## src/rtl/bnn_pkg.sv

```systemverilog
// Shared constants for the binary conv / FC datapath: widths, layer geometry,
// layer codes, ROM address bases and the line-buffer tap lookup.
package bnn_pkg;

  localparam int WL       = 1;
  localparam int CH       = 48;
  localparam int WE       = 9;
  localparam int TH       = 11;
  localparam int OL       = 108;
  localparam int OL_conv3 = 54;
  localparam int OL_fc    = 13;
  localparam int CO       = 6;
  localparam int CO_fc    = 7;
  localparam int TH_fc    = 13;

  // Input geometry per conv layer (width / height in pixels)
  localparam int W_C2 = 14;
  localparam int H_C2 = 11;
  localparam int W_C3 = 11;
  localparam int H_C3 = 8;

  localparam int MAP_W  = W_C2 * H_C2;   // 154-bit padded output map
  localparam int LB_LEN = 2 * W_C2 + 2;  // stored pixels; the newest comes straight from the input

  typedef enum logic [4:0] {
    LAYER_CONV2 = 5'd7,
    LAYER_CONV3 = 5'd11,
    LAYER_FC    = 5'd15
  } layer_e;

  localparam int WROM_BASE_CONV2 = 0;
  localparam int WROM_BASE_CONV3 = 48;
  localparam int WROM_BASE_FC    = 96;  // plus class * 48
  localparam int TROM_BASE_CONV2 = 0;
  localparam int TROM_BASE_CONV3 = 48;

  // Line-buffer slot holding kernel tap t (ky*3+kx); slot 0 is the previous pixel.
  // Tap 8 is the live input pixel and has no slot.
  function automatic logic [4:0] tap_idx(input logic is_c2, input int t);
    int w;
    w = is_c2 ? W_C2 : W_C3;
    return 5'((2 - t / 3) * w + (2 - t % 3) - 1);
  endfunction

endpackage

```

## src/rtl/bnn_popcount_432.sv

```systemverilog
// Combinational population count of a 432-bit vector: 48-bit group counts
// summed into a 9-bit total.
module bnn_popcount_432
  import bnn_pkg::*;
(
  input  logic [WE*CH-1:0] bits,
  output logic [8:0]       count
);

  logic [5:0] grp [WE];

  always_comb begin
    for (int g = 0; g < WE; g++) begin
      grp[g] = '0;
      for (int b = 0; b < CH; b++) begin
        grp[g] = grp[g] + 6'(bits[g*CH+b]);
      end
    end
    count = '0;
    for (int g = 0; g < WE; g++) begin
      count = count + 9'(grp[g]);
    end
  end

endmodule

```

## src/rtl/bnn.sv

```systemverilog
// One output channel of a 3x3 binary convolution (conv2/conv3) over a raster
// pixel stream, or one FC partial dot product, sharing a single popcount.
module bnn
  import bnn_pkg::*;
(
  input  logic                    iCLK,
  input  logic                    iRST,
  input  logic [4:0]              STATE,
  input  logic [3:0]              iSTART,
  input  logic [WL*CH-1:0]        iDATA,
  input  logic [WE*CH-1:0]        iWEIGHT,
  input  logic [WL*CH-1:0]        iWEIGHT_FC,
  input  logic signed [TH-1:0]    iTH,
  input  logic                    iEN,
  output logic [MAP_W-1:0]        oDATA,
  output logic signed [OL_fc-1:0] oDATA_fc_SPI
);

  // No handshake: iEN qualifies iDATA for exactly one cycle, gaps are free,
  // and any iSTART bit in the same cycle takes priority and drops the pixel.

  logic              is_c2, is_conv, is_fc, start_any, conv_clear;
  logic              conv_take, fc_take, out_bit;
  logic [7:0]        k, npix, w8, wr_idx;
  logic [3:0]        row, col, w_last;
  logic [CH-1:0]     lb [LB_LEN];
  logic [WE*CH-1:0]  win, pc_in;
  logic [8:0]        pc;
  logic signed [11:0] s_win, th_ext;
  logic signed [OL_fc-1:0] fc_delta;

  assign is_c2      = (STATE == LAYER_CONV2);
  assign is_conv    = is_c2 || (STATE == LAYER_CONV3);
  assign is_fc      = (STATE == LAYER_FC);
  assign start_any  = |iSTART;
  assign conv_clear = iSTART[1] | iSTART[2];

  assign npix   = is_c2 ? 8'(W_C2 * H_C2) : 8'(W_C3 * H_C3);
  assign w8     = is_c2 ? 8'(W_C2) : 8'(W_C3);
  assign w_last = is_c2 ? 4'(W_C2 - 1) : 4'(W_C3 - 1);

  assign conv_take = iEN && is_conv && !start_any && (k != npix);
  assign fc_take   = iEN && is_fc && !start_any;

  // Window ending at the live pixel: tap 8 is iDATA, the rest come from the buffer
  always_comb begin
    win = '0;
    for (int t = 0; t < WE; t++) begin
      if (t == WE - 1) win[t*CH +: CH] = iDATA;
      else             win[t*CH +: CH] = lb[tap_idx(is_c2, t)];
    end
  end

  assign pc_in = is_fc ? {{(WE*CH-CH){1'b0}}, ~(iDATA ^ iWEIGHT_FC)} : ~(win ^ iWEIGHT);

  bnn_popcount_432 u_popcount (
    .bits  (pc_in),
    .count (pc)
  );

  assign s_win    = $signed({2'b00, pc, 1'b0}) - 12'sd432;
  assign th_ext   = {{(12-TH){iTH[TH-1]}}, iTH};
  assign out_bit  = (s_win >= th_ext);
  assign fc_delta = $signed({3'b000, pc, 1'b0}) - 13'sd48;

  // Output (row-2, col-2) lands at padded position (row-1)*W + (col-1)
  assign wr_idx = ({4'b0, row} - 8'd1) * w8 + {4'b0, col} - 8'd1;

  always_ff @(posedge iCLK or negedge iRST) begin
    if (!iRST) begin
      k            <= '0;
      row          <= '0;
      col          <= '0;
      oDATA        <= '0;
      oDATA_fc_SPI <= '0;
      for (int i = 0; i < LB_LEN; i++) lb[i] <= '0;
    end else begin
      if (conv_clear) begin
        k     <= '0;
        row   <= '0;
        col   <= '0;
        oDATA <= '0;
        for (int i = 0; i < LB_LEN; i++) lb[i] <= '0;
      end else if (conv_take) begin
        lb[0] <= iDATA;
        for (int i = 1; i < LB_LEN; i++) lb[i] <= lb[i-1];
        k <= k + 8'd1;
        if (col == w_last) begin
          col <= '0;
          row <= row + 4'd1;
        end else begin
          col <= col + 4'd1;
        end
        if (row >= 4'd2 && col >= 4'd2) oDATA[wr_idx] <= out_bit;
      end

      if (iSTART[0])    oDATA_fc_SPI <= '0;
      else if (fc_take) oDATA_fc_SPI <= oDATA_fc_SPI + fc_delta;
    end
  end

endmodule

```

## config.mk

```make
export PLATFORM = sky130hd
export DESIGN_NAME = bnn
export DESIGN_NICKNAME = d
export VERILOG_FILES = /design/src/rtl/bnn_pkg.sv /design/src/rtl/bnn_popcount_432.sv /design/src/rtl/bnn.sv
export SDC_FILE = /design/constraint.sdc
export NUM_CORES = 2
export LEC_CHECK = 0
export BUFFER_PORTS_ARGS = -buffer_cell sky130_fd_sc_hd__buf_2
export CORE_MARGIN = 4
export CORE_UTILIZATION = 25
export DETAILED_ROUTE_END_ITERATION = 8
export GPL_ROUTABILITY_DRIVEN = 0
export PLACE_DENSITY = 0.52
export SYNTH_ARGS = -nofsm -noshare
export SYNTH_HDL_FRONTEND = slang
export SYNTH_SLANG_ARGS = --single-unit
```

## constraint.sdc

```tcl
create_clock -name iCLK -period 17.1 [get_ports iCLK]
set_clock_uncertainty 0.2 [all_clocks]
set_input_delay 1.71 -clock iCLK [delete_from_list [all_inputs] [get_ports iCLK]]
set_output_delay 1.71 -clock iCLK [all_outputs]
set_load 0.02 [all_outputs]
```

==> flow_summary.json <==
{
  "status": "completed",
  "drive_gt1_share_pct": 11.2,
  "grt_setup_unrepaired": "no",
  "relSlewSlack_pct": 11.5,
  "ant_nets": 0,
  "setup_ws_ns": 1.97,
  "max_freq_mhz": 66.1,
  "hold_violations": 0,
  "synth_cell_types": 64,
  "final-max-slew-violation-count": 0,
  "syn_avg_cell_area_sq_um": 8.97,
  "post_drt_wl_per_cell_um": 23.8,
  "async_flop_share_pct": 100,
  "ys_ff_latch": 1622,
  "initial_core_util_pct": 25.1,
  "grt_max_degree": 201,
  "synth-main-ff-cell": "dfrtp_1",
  "post-cts-setup-buffer-count": 0,
  "tightest_slew_ns": 1.32,
  "cts_tree": "yes",
  "setup.worst_path.end_class": "register",
  "vias": 70175,
  "critical_path_arrival_ns": 15.61,
  "synth_warnings": 0,
  "crit_path_end": "oDATA[79]",
  "pin_count": 718,
  "final_cell_mix": "nand2_1 (3307), dfrtp_1 (1622), a21oi_1 (1503), buf_2 (715), fa_1 (402)",
  "fin_tns_setup_ns": 0,
  "core_area_sq_um": 349000,
  "seq_area_frac_synth_pct": 46.3,
  "port_buffers": 716,
  "startpoint": "STATE[4]",
  "gr-total-overflow": 0,
  "drv_cap": 0,
  "hpwlAfterDp_mm": 267,
  "critPathMostFrequentCell": "fa_1",
  "slowest_delay_ns": 0.63,
  "dr.first_iter.drc_count": 6772,
  "num_rows": 217,
  "netlist_instances": 9765,
  "firstDrtPassIters": 5,
  "whs_ns": 0.286,
  "cp_slowest_cell": "buf_4",
  "reg2reg_depth": 41,
  "reg2reg_to": "oDATA[79]",
  "dp.cells": 14509,
  "vias_per_cell": 4.71,
  "numCtsBuffers": 191,
  "worst_hold_path_type": "register to register",
  "grt_pass1_wl_mm": 505,
  "layout_commonest_cell": "nand2_1",
  "gr-usage-all-layers_pct": 19.2,
  "nets": 11194,
  "antenna_found_initial": 113,
  "syn_area_sq_um": 87600,
  "r2r_slack_ns": 3.75,
  "synth_edf_count": 0,
  "crit_fanout": 54,
  "clock_sinks": 1622,
  "drt_wl_total_mm": 355,
  "critical_path_required_ns": 17.57,
  "h-tree-depth": 4,
  "critical_path_class": "primary input to register",
  "clk_pin_slew_worst_paths_ns": 0.06,
  "fp.dieW_um": 600,
  "cts_resized": 0,
  "critPathTopFamily": "adder cells",
  "finalSetupViolCount": 0,
  "die_h_um": 600,
  "timing.rr.start": "lb[320]",
  "area_growth_pct": 16.3,
  "grt_pass1_vias": 69014,
  "finalCriticalPeriod_ns": 15.13,
  "cp.depth": 45,
  "clk_path_buf_depth": 4,
  "clock-root-buffer": "clkbuf_16",
  "cp_num_buf_inv": 9,
  "crit_path_start_kind": "primary input",
  "clk_latency_ns": 0.87,
  "die_area_sq_um": 360000,
  "fin_cells": 14907,
  "finalCritPeriodShare_pct": 88.5,
  "dp_slack_ns": 1.08,
  "hold_buffers": 0,
  "drc": 0
}
-- per-layer routing --
layer	up-vias	global-route usage (%)	routed length, um
met5	-	0	195
met1	35297	25.0	149000
li1	32226	-	-
met3	575	2.75	18500
met2	2045	32.0	172000
met4	32	7.78	15600
-- cells in the mapped netlist, types with 3 or more instances --
library cell / instances / area, sq um
or2_2: 4 / 25.0
nand3_1: 53 / 265
inv_1: 386 / 1450
nor2b_1: 16 / 100
and3_1: 4 / 25.0
xor2_1: 283 / 2480
o21bai_1: 4 / 30.0
dfrtp_1: 1622 / 40600
fa_1: 402 / 8050
nand2b_1: 11 / 68.8
a21oi_1: 1503 / 7520
o21ai_1: 8 / 40.0
nand4_1: 107 / 669
nor4_1: 5 / 31.3
o21ai_0: 138 / 691
or3_1: 4 / 25.0
o211ai_1: 58 / 435
o31ai_1: 45 / 338
mux2i_1: 352 / 3520
a211oi_1: 5 / 37.5
nand2_1: 3309 / 12400
nand4_2: 3 / 37.5
a211o_1: 4 / 35.0
nor3b_1: 3 / 22.5
a21o_1: 33 / 248
and2_1: 41 / 257
o22ai_1: 3 / 18.8
xnor2_1: 266 / 2330
nor3_1: 81 / 405
nor2_1: 161 / 604
clkbuf_1: 460 / 1730
buf_2: 188 / 941
ha_1: 138 / 1730
buf_1: 27 / 101
-- area by class of cell --
class	instances	area, sq um
fill	37532	247000
multi-input combinational	7078	42900
sequential	1622	40600
tap	4599	5750
clock buffer	279	5610
timing repair buffer	823	4650
inverter	387	1450
clock inverter	60	764
antenna	59	148
-- registers in the layout, summed over array words and instances, names as in the netlist --
signal and cells:
lb 1440, oDATA 154, row 4, k 8, col 4, oDATA_fc_SPI 12
-- cell families (layout without fill, tap and decap cells) --
kind of cell,count (synthesis),in the layout,synth area share [%]
compound gates,1816,1816,10.9
xor+xnor,549,549,5.49
fa+ha+maj,540,540,11.2
buf+inv,1066,1549,4.85
flops,1622,1622,46.3
mux,353,353,4.03
other cells,1,61,0.00428
simple gates,3818,3818,17.3
-- metrics by stage --
step	utilization [%]	cell area (sq um)
floorplan	-	87600
global placement	27.3	95300
detailed placement	27.3	95300
CTS	29.1	102000
global route	29.2	102000
finish	29.2	102000
-- worst min-delay path by stage --
| stage | depth (start not counted) | start | slack (ns) | endpoint |
|---|---|---|---|---|
| 6_report | 2 | lb[438] | 0.29 | lb[390] |
| 5_1_grt | 2 | lb[657] | 0.30 | lb[609] |
| 4_1_cts | 2 | lb[158] | 0.28 | lb[110] |
| 3_5_place_dp | 1 | oDATA_fc_SPI[12] | 0.29 | oDATA_fc_SPI[12] |
| 3_3_place_gp | 1 | oDATA_fc_SPI[12] | 0.28 | oDATA_fc_SPI[12] |
| 2_1_floorplan | 2 | lb[1048] | 0.30 | lb[1000] |
-- worst reg2reg max path: cells and delay by family, from the launching register on --
family / cells / cell delay [ns]
DFF: 1 / 0.45
xor gates and xnor gates: 3 / 0.49
and+or+nand+nor: 4 / 0.63
AOI/OAI and AO/OA: 9 / 1.92
buffers and inverters: 7 / 1.58
muxes: 2 / 0.41
adders and majority gates: 16 / 7.51
Power is not shown: default switching activity piles up to over one toggle a cycle in this logic, so the estimate is an artifact.
